$ cat config.mk
export PLATFORM = sky130hd
export DESIGN_NAME = divider_4bit
export DESIGN_NICKNAME = d
export VERILOG_FILES = /design/src/rtl/divider_4bit.sv
export SDC_FILE = /design/constraint.sdc
export NUM_CORES = 1
export LEC_CHECK = 0
export CAP_MARGIN = 10
export CORE_MARGIN = 2
export CORE_UTILIZATION = 53
export CTS_CLUSTER_DIAMETER = 150
export DETAILED_ROUTE_END_ITERATION = 12
export GPL_ROUTABILITY_DRIVEN = 0
export PLACE_DENSITY = 0.79
export SLEW_MARGIN = 20
export SYNTH_ARGS = -nofsm -noshare
export SYNTH_HDL_FRONTEND = slang
export SYNTH_SLANG_ARGS = --single-unit
export TNS_END_PERCENT = 5
$ cat constraint.sdc
create_clock -name clk -period 2.2 [get_ports clk]
set_clock_uncertainty 0.05 [all_clocks]
set_input_delay 0.44 -clock clk [delete_from_list [all_inputs] [get_ports clk]]
set_output_delay 0.44 -clock clk [all_outputs]
set_load 0.02 [all_outputs]
$ cat src/rtl/divider_4bit.sv
// rtl/divider_4bit.sv - sequential unsigned 4-bit restoring divider with start/done handshake
// One quotient bit per clock, MSB first; divide-by-zero completes in the idle cycle.
module divider_4bit (
  input  logic       clk,
  input  logic       rst_n,
  input  logic       start,
  input  logic [3:0] dividend,
  input  logic [3:0] divisor,
  output logic [3:0] quotient,
  output logic [3:0] remainder,
  output logic       busy,
  output logic       done,
  output logic       div_by_zero
);

  typedef enum logic {IDLE = 1'b0, BUSY = 1'b1} state_t;

  state_t     state, state_n;
  logic [1:0] cnt, cnt_n;
  logic [3:0] dvd, dvd_n;
  logic [3:0] dsr, dsr_n;
  logic [4:0] rem, rem_n;
  logic [3:0] quotient_n, remainder_n;
  logic       done_n, dbz_n;
  logic [5:0] diff;
  logic       qbit;

  // dvd doubles as the quotient shift register: dividend bits leave at the top
  // while quotient bits enter at the bottom.
  assign diff = {rem, dvd[3]} - {2'b00, dsr};
  assign qbit = ~diff[5];
  assign busy = (state == BUSY);

  always_ff @(posedge clk or negedge rst_n) begin
    if (!rst_n) begin
      state       <= IDLE;
      cnt         <= 2'd0;
      dvd         <= 4'd0;
      dsr         <= 4'd0;
      rem         <= 5'd0;
      quotient    <= 4'd0;
      remainder   <= 4'd0;
      done        <= 1'b0;
      div_by_zero <= 1'b0;
    end else begin
      state       <= state_n;
      cnt         <= cnt_n;
      dvd         <= dvd_n;
      dsr         <= dsr_n;
      rem         <= rem_n;
      quotient    <= quotient_n;
      remainder   <= remainder_n;
      done        <= done_n;
      div_by_zero <= dbz_n;
    end
  end

  always_comb begin
    state_n     = state;
    cnt_n       = cnt;
    dvd_n       = dvd;
    dsr_n       = dsr;
    rem_n       = rem;
    quotient_n  = quotient;
    remainder_n = remainder;
    done_n      = 1'b0;
    dbz_n       = div_by_zero;
    case (state)
      IDLE: begin
        if (start) begin
          if (divisor == 4'd0) begin
            quotient_n  = 4'hF;
            remainder_n = dividend;
            dbz_n       = 1'b1;
            done_n      = 1'b1;
          end else begin
            dvd_n   = dividend;
            dsr_n   = divisor;
            rem_n   = 5'd0;
            cnt_n   = 2'd0;
            state_n = BUSY;
          end
        end
      end
      BUSY: begin
        rem_n = qbit ? diff[4:0] : {rem[3:0], dvd[3]};
        dvd_n = {dvd[2:0], qbit};
        cnt_n = cnt + 2'd1;
        if (cnt == 2'd3) begin
          quotient_n  = dvd_n;
          remainder_n = rem_n[3:0];
          dbz_n       = 1'b0;
          done_n      = 1'b1;
          state_n     = IDLE;
        end
      end
      default: state_n = IDLE;
    endcase
  end

endmodule

== Word-level counts from Yosys, hierarchy flattened ==
Index checks and enable logic that the tools add are counted.

* Register bits after elaboration: 26
* Input port bits: 11
* Output and inout port bits: 11

* Add/subtract/negate cells: 2
* Equal/unequal tests: 5
* Mux-type cells: 30
* Bitwise logic cells: 3
* Reductions and logical operators: 4

{| class="wikitable"
|+ Operators with widths
! operator !! number
|-
| $mux 4 || 8
|-
| $pmux 4 s2 || 3
|-
| $mux 5 || 3
|-
| $pmux 5 s2 || 1
|-
| $mux 1 || 9
|-
| $ne 2x2->1 const B || 3
|-
| $pmux 1 s2 || 3
|-
| $reduce_and 3->1 || 2
|-
| $sub 6x4->6 || 1
|-
| $logic_not 4->1 || 1
|-
| $mux 2 || 2
|-
| $pmux 2 s2 || 1
|-
| $not 1->1 || 3
|-
| $add 2x1->2 const B || 1
|-
| $eq 2x2->1 const B || 1
|-
| $ne 2x1->1 const B || 1
|-
| $reduce_and 2->1 || 1
|}

== Longest topological paths before layout ==
Gate-level depths: netlist (run 1).

* Word-level depth: 4
* Depth in mapped cells: 8
* Mapped depth without buffers: 8

== Worst setup path before layout (run 1) ==
OpenSTA, ideal clock, no wires.

* Path type: register to register
* Start: register rem[2]
* End: register remainder[1]
* Arrival: 1827 ps
* Slack: 205 ps
* Stages on the path, launching flop included: 8
* Buffers on the path: 1
* Cell sequence: dfrtp_1 > ha_1 > buf_4 > o21ai_1 > a21oi_2 > o2111ai_2 > mux2_2 > a21bo_1

* Word-level cells in the longest chain between the ends: 4

{| class="wikitable"
|+ RTL lines
! element !! line !! text
|-
| from (decl) || 22 || <nowiki>logic [4:0] rem, rem_n;</nowiki>
|-
| from (signal assigned) || 50 || <nowiki>rem <= rem_n;</nowiki>
|-
| $sub 6x4->6 || 30 || <nowiki>assign diff = {rem, dvd[3]} - {2'b00, dsr};</nowiki>
|-
| $mux 5 || 86 || <nowiki>rem_n = qbit ? diff[4:0] : {rem[3:0], dvd[3]};</nowiki>
|-
| $mux 4 || 89 || <nowiki>if (cnt == 2'd3) begin</nowiki>
|-
| $pmux 4 s2 || 68 || <nowiki>case (state)</nowiki>
|-
| to (signal assigned) || 52 || <nowiki>remainder <= remainder_n;</nowiki>
|-
| to (decl) || 10 || <nowiki>output logic [3:0] remainder,</nowiki>
|}

Every way passes these cells. The select of a mux whose other input is x is not followed.
A chain may end at the register's enable or synchronous reset.

== Worst setup path after layout (run 1) ==
Same ends and word-level chain as after synthesis.

==> flow_summary.toml, run 1 <==
[detailed_routing]
drt-pass1-iter-count = 4
ant_nets = 0
drtIter0Drc = 56
drt-wirelength-per-cell_microns = 15.6
wl_mm = 3.19
drc = 0
vias = 1194
viasPerCell = 5.85

[sta]
drv_slew = 0
finalHoldViolCount = 0
hold_ws_ns = 0.408
tns_ns = 0
fmax_ghz = 0.487
finalSetupViolCount = 0
relSlewSlack_pct = 72.0
min_period_ns = 2.05
rsz0062_at_grt = "no"
period_share_pct = 93.3
worst_pin_slew_ns = 0.414

[synth]
synth_top_area_cell = "dfrtp_1"
syn-num-nets = 164
netlist_instances = 147
yosysWarnings = 0
synth_area_sq_mm = 0.00144
seq_area_frac_synth_pct = 45.2
synth-seq-cells = 26
synth_top_area_share_pct = 45.2
syn_area_per_cell_sq_um = 9.79
ys_types = 44
synthTopCellsByArea = "dfrtp_1 (45%), o21ai_0 (4.9%), ha_1 (4.3%), mux2i_1 (4.2%), inv_1 (3.4%)"

[die]
core.rowCount = 18
fp.dieH_microns = 56.1
die_area_sq_mm = 0.00315
die_x_microns = 56.1
initial_core_util_pct = 57.0
core-area_sq_mm = 0.00252
ios = 22

[cells_and_area]
final_cell_mix = "dfrtp_1 (26), clkdlybuf4s50_1 (21), o21ai_0 (14)"
fill_cells = 202
multi_input_area_sq_um = 694
mostFrequentLayoutCell = "dfrtp_1"
seq_area_sq_um = 651
fin_nets = 192
syn_to_final_growth_pct = 21.8
antenna_cells = 0
layout-drive-gt1-share_pct = 13.2

[clock_tree]
cts_root_buffer = "clkbuf_4"
cts_sinks = 26
post_cts_buffers = 0
cts_tree = "done"
clkTransAtPathRegs_ns = 0.14
clk_path_buf_depth = 2
htreeDepth = 1
clk_latency_ns = 0.32
cts_buffers = 3
hold_buffers = 0
cts-resized-gates = 0

[pwr]
power.density_mw_per_mm2 = 1710
pwr-share-seq_pct = 29.2
p_int_mw = 1.70
p_leak_nw = 0.790
p_switching_mw = 1.29
power.share.switching_pct = 43.1
combPwrFrac_pct = 62.6
p_clk_share_pct = 8.2
ir_worst_vdd_mv = 1.02

[global_routing]
grt_max_degree = 27
grt_pass1_wl_mm = 5.72
grtUsageTotal_pct = 23.4
antenna_found_initial = 0
grt_pass1_vias = 1245
overflow = 0

[worst_setup_path]
startpoint_type = "flip-flop"
worstPathMaxFanout = 6
cp_data_required_time_ns = 2.39
cp.arrival_ns = 2.24
end_kind = "flip-flop"
crit_type = "flip-flop to flip-flop"

[placed_design]
io_buffers = 21
dp.final_hpwl_mm = 2.48

[run]
drv_cap = 0

[min_path]
hold_class = "input port to async pin"

[run_status]
status = "finished clean"
[cell type report]
type / count / area share [%]
clock buffer: 4 / 2.07
multi-input combinational: 100 / 39.6
timing repair buffer: 31 / 16.3
sequential: 26 / 37.1
tap: 30 / 2.14
inverter: 13 / 2.78
[power by group through the flow]
stage	combinational, mW	clock (mW)	sequential, mW
after floorplan	1.19	0	0.964
after global placement	1.79	0	0.870
after detailed placement	1.87	0	0.886
after CTS	1.88	0.248	0.876
after global routing	2.09	0.268	0.908
final	1.88	0.244	0.875
[cells in the mapped netlist, drive strengths merged]
library cell and n:
or4 1, clkbuf 1, nand2b 3, a221o 1
nor2 11, nand3b 1, dfrtp 26, o221ai 1
nand3 1, mux2 3, xor2 2, a21bo 1
or2 1, a31oi 1, a21oi 8, a211oi 4
a222oi 1, inv 13, o311ai 2, o22ai 1
and3 2, nor3 2, o2111ai 2, buf 7
a22o 3, nor2b 1, nand2 13, a21o 1
fa 1, ha 5, o21ai 16, and2 1
nor4 1, mux2i 6, or3 2, a211o 1
[sequential cells by signal, summed over array words and instances, names as in the netlist]
register / flops
busy: 1
cnt: 2
div_by_zero: 1
done: 1
dsr: 4
dvd: 4
quotient: 4
rem: 5
remainder: 4
[worst paths after layout]
check                                   startpoint                       end  slack [ns]  cells after the start
min in group clk                dvd[3]$_DFFE_PN0P_        dvd[3]$_DFFE_PN0P_        0.47                      2
worst max-delay path            rem[2]$_DFFE_PN0P_  remainder[1]$_DFFE_PN0P_        0.15                      5
worst min-delay path                         rst_n  remainder[3]$_DFFE_PN0P_        0.41                      2
worst max register to register  rem[2]$_DFFE_PN0P_  remainder[1]$_DFFE_PN0P_        0.15                      5
max in group asynchronous                    rst_n        dvd[0]$_DFFE_PN0P_        1.44                      2
worst min register to register  dvd[3]$_DFFE_PN0P_        dvd[3]$_DFFE_PN0P_        0.47                      2
[logic make-up after synthesis]
family | after synthesis | synth area share [%]
compound gates | 43 | 20.8
simple gates | 40 | 13.7
flops | 26 | 45.2
buf+inv | 21 | 6.52
mux | 9 | 6.78
fa+ha+maj | 6 | 5.74
xor+xnor | 2 | 1.22
[metrics by stage]
| stage | util, % | cells | power, mW | worst slack [ns] | instance area [sq um] |
|---|---|---|---|---|---|
| after global placement | 68.1 | 200 | 2.66 | 0.0250 | 1720 |
| after floorplan | - | 147 | 2.16 | 0.205 | 1440 |
| final | 69.5 | 204 | 2.99 | 0.147 | 1750 |
| after detailed placement | 68.1 | 200 | 2.76 | -0.0525 | 1720 |
| after CTS | 69.5 | 204 | 3.00 | 0.137 | 1750 |
| after global routing | 69.5 | 204 | 3.27 | 0.0351 | 1750 |
[critical path, cell delays in order (launching register included)]
cell and delay, ns:
dfrtp_1 0.46, ha_1 0.24, or3_1 0.34, o2111ai_2 0.29, mux2_2 0.39, a21bo_1 0.19
[metal layers]
metal	vias to the layer above	GRT usage, %	part of all wire [%]
met2	32	37.0	51
met5	-	0	0
met1	581	30.9	44
met4	0	11.2	2.3
met3	9	4.42	3.4
li1	572	-	-
No activity file was read; power rests on OpenSTA's default activity.
==> inputs of run 2 (changes only) <==
CTS_CLUSTER_DIAMETER = unset   (was 150)
==> results of run 2 <==
The final DEF is identical to that of run 1; final timing and power are the same.
==> edit (config.mk and constraints of run 1) <==
Make the reset (`rst_n`) synchronous in one clocked block.
--- a/src/rtl/divider_4bit.sv
+++ b/src/rtl/divider_4bit.sv
@@ -33,3 +33,3 @@
 
-  always_ff @(posedge clk or negedge rst_n) begin
+  always_ff @(posedge clk) begin
     if (!rst_n) begin
Behaviour: differs if rst_n is asserted again (counterexample within 4 cycles, from zero or initial values and one cycle with rst_n low); with rst_n held inactive, the same outputs for 10 cycles.
==> edit against run 1 <==
Area after synthesis down 3.3%. Global-route usage is 2.1 points lower. Cell area increased by 1.0%. Via count is 0.67% higher. Sequential cell count unchanged. First-iteration DRC count fell by 55%. Wire length shrank 3.9%. Worst setup slack improved by 24 ps. Count of clock-buffer cells in the layout down 1. Hold slack improved by 37 ps.
Power is not compared: it rests on default switching activity, and its combinational part moved more than twofold at a synthesized area within 25%.
==> edit: results (changes against run 1) <==
Minimum setup slack after placement: -305 ps (-253 ps). The mean routed wirelength per cell was 14.5 um (-7.5%); the detailed-routed wire length on met3 was 106 um (-0.93%). By area the synthesized netlist is led by sky130_fd_sc_hd__dfxtp_1 37%, sky130_fd_sc_hd__mux2i_1 5.0%, sky130_fd_sc_hd__o21ai_0 4.7%, sky130_fd_sc_hd__ha_1 4.5%, sky130_fd_sc_hd__nand2_1 4.3%. The layout net count is 200 (+4.2%), and the share of the cycle needed by the critical path after routing is 0.922 (-0.0109).

The area share of fa/ha/maj cells after synthesis was 0.0594 (+0.00196). The data arrival at the endpoint of the critical path is 2210 ps (-30 ps), and the total cell area at the placement stage is 1670 um^2 (-2.7%). The compound-gate portion of the synthesized area works out to 0.253 (+0.0449). The number of cells on the worst reg-to-reg path came out at 8 (+3). Source of the worst register-to-register timing path: dsr[2]$_SDFFE_PN0P_. The part of the Yosys area used for sequential elements was 0.374 (-0.0781); the area occupied by multi-input gates was 841 um^2 (+21%).

Following the worst setup path forward leads to its endpoint at remainder[0]$_SDFFE_PN0P_. The tools report the overall routing resource usage as 0.212 (-0.0213). The run gives 205 (+2.5%) as the cell total after placement.

The flow ran to the end, and the final reports show no timing, DRC or antenna violations. The number of inserted filler cells in the final layout was 199 (-1.5%); the net count after synthesis was 169 (+3.0%). The wire length of the first global-routing pass came out at 5.18 mm (-9.4%). In this run the worst setup path begins at divisor[3]. The via count normalized by instance count was 5.67 (-3.1%). The largest individual stage delay along the critical path comes from the cell sky130_fd_sc_hd__or4_4. The via count of the first global-routing pass came out at 1099 (-12%). The logs give 180 ps (+30 ps) for the register-to-register setup slack and 1.44 mm (+3.3%) for the met1 layer wirelength in the final routing. Worst-path maximum fanout: 7 (+1).

The cell count after synthesis was 152 (+3.4%). The end of the worst register-to-register path is rem[2]$_SDFFE_PN0P_. The maximum cell stage delay along the critical path came out at 550 ps (+90 ps).

The detailed route wirelength on metal2 was 1.46 mm (-9.4%).
[edit: cell count changes in the layout (fill, tap and decap cells not counted), moves of 4 or more]
cell and change:
sky130_fd_sc_hd__inv_1 -8, sky130_fd_sc_hd__a21boi_0 +5, sky130_fd_sc_hd__a211oi_1 -4, sky130_fd_sc_hd__o211a_1 +4
sky130_fd_sc_hd__dfxtp_1 +26, sky130_fd_sc_hd__dfrtp_1 -26
[edit: layout make-up]
class                   instances  share of cell area
clock buffers                   3              0.0127
flip-flops and latches         26               0.294
repair buffers                 33               0.170
inverters                       5              0.0106
well taps                      30              0.0212
clock inverters                 1              0.0170
multi-input cells             114               0.475
[edit: what timing repair did]
action | in CTS | in global routing
setup endpoints to repair | 0 | 2
buffers inserted | 0 | 3
hold buffers | 0 | 0
gates resized for setup | 0 | 5
[edit: where the power goes]
group / switching (mW) / total [mW] / internal [mW]
clock: 0.154 / 0.339 / 0.184
combinational: 0.144 / 0.293 / 0.149
sequential: 0.0184 / 0.514 / 0.496
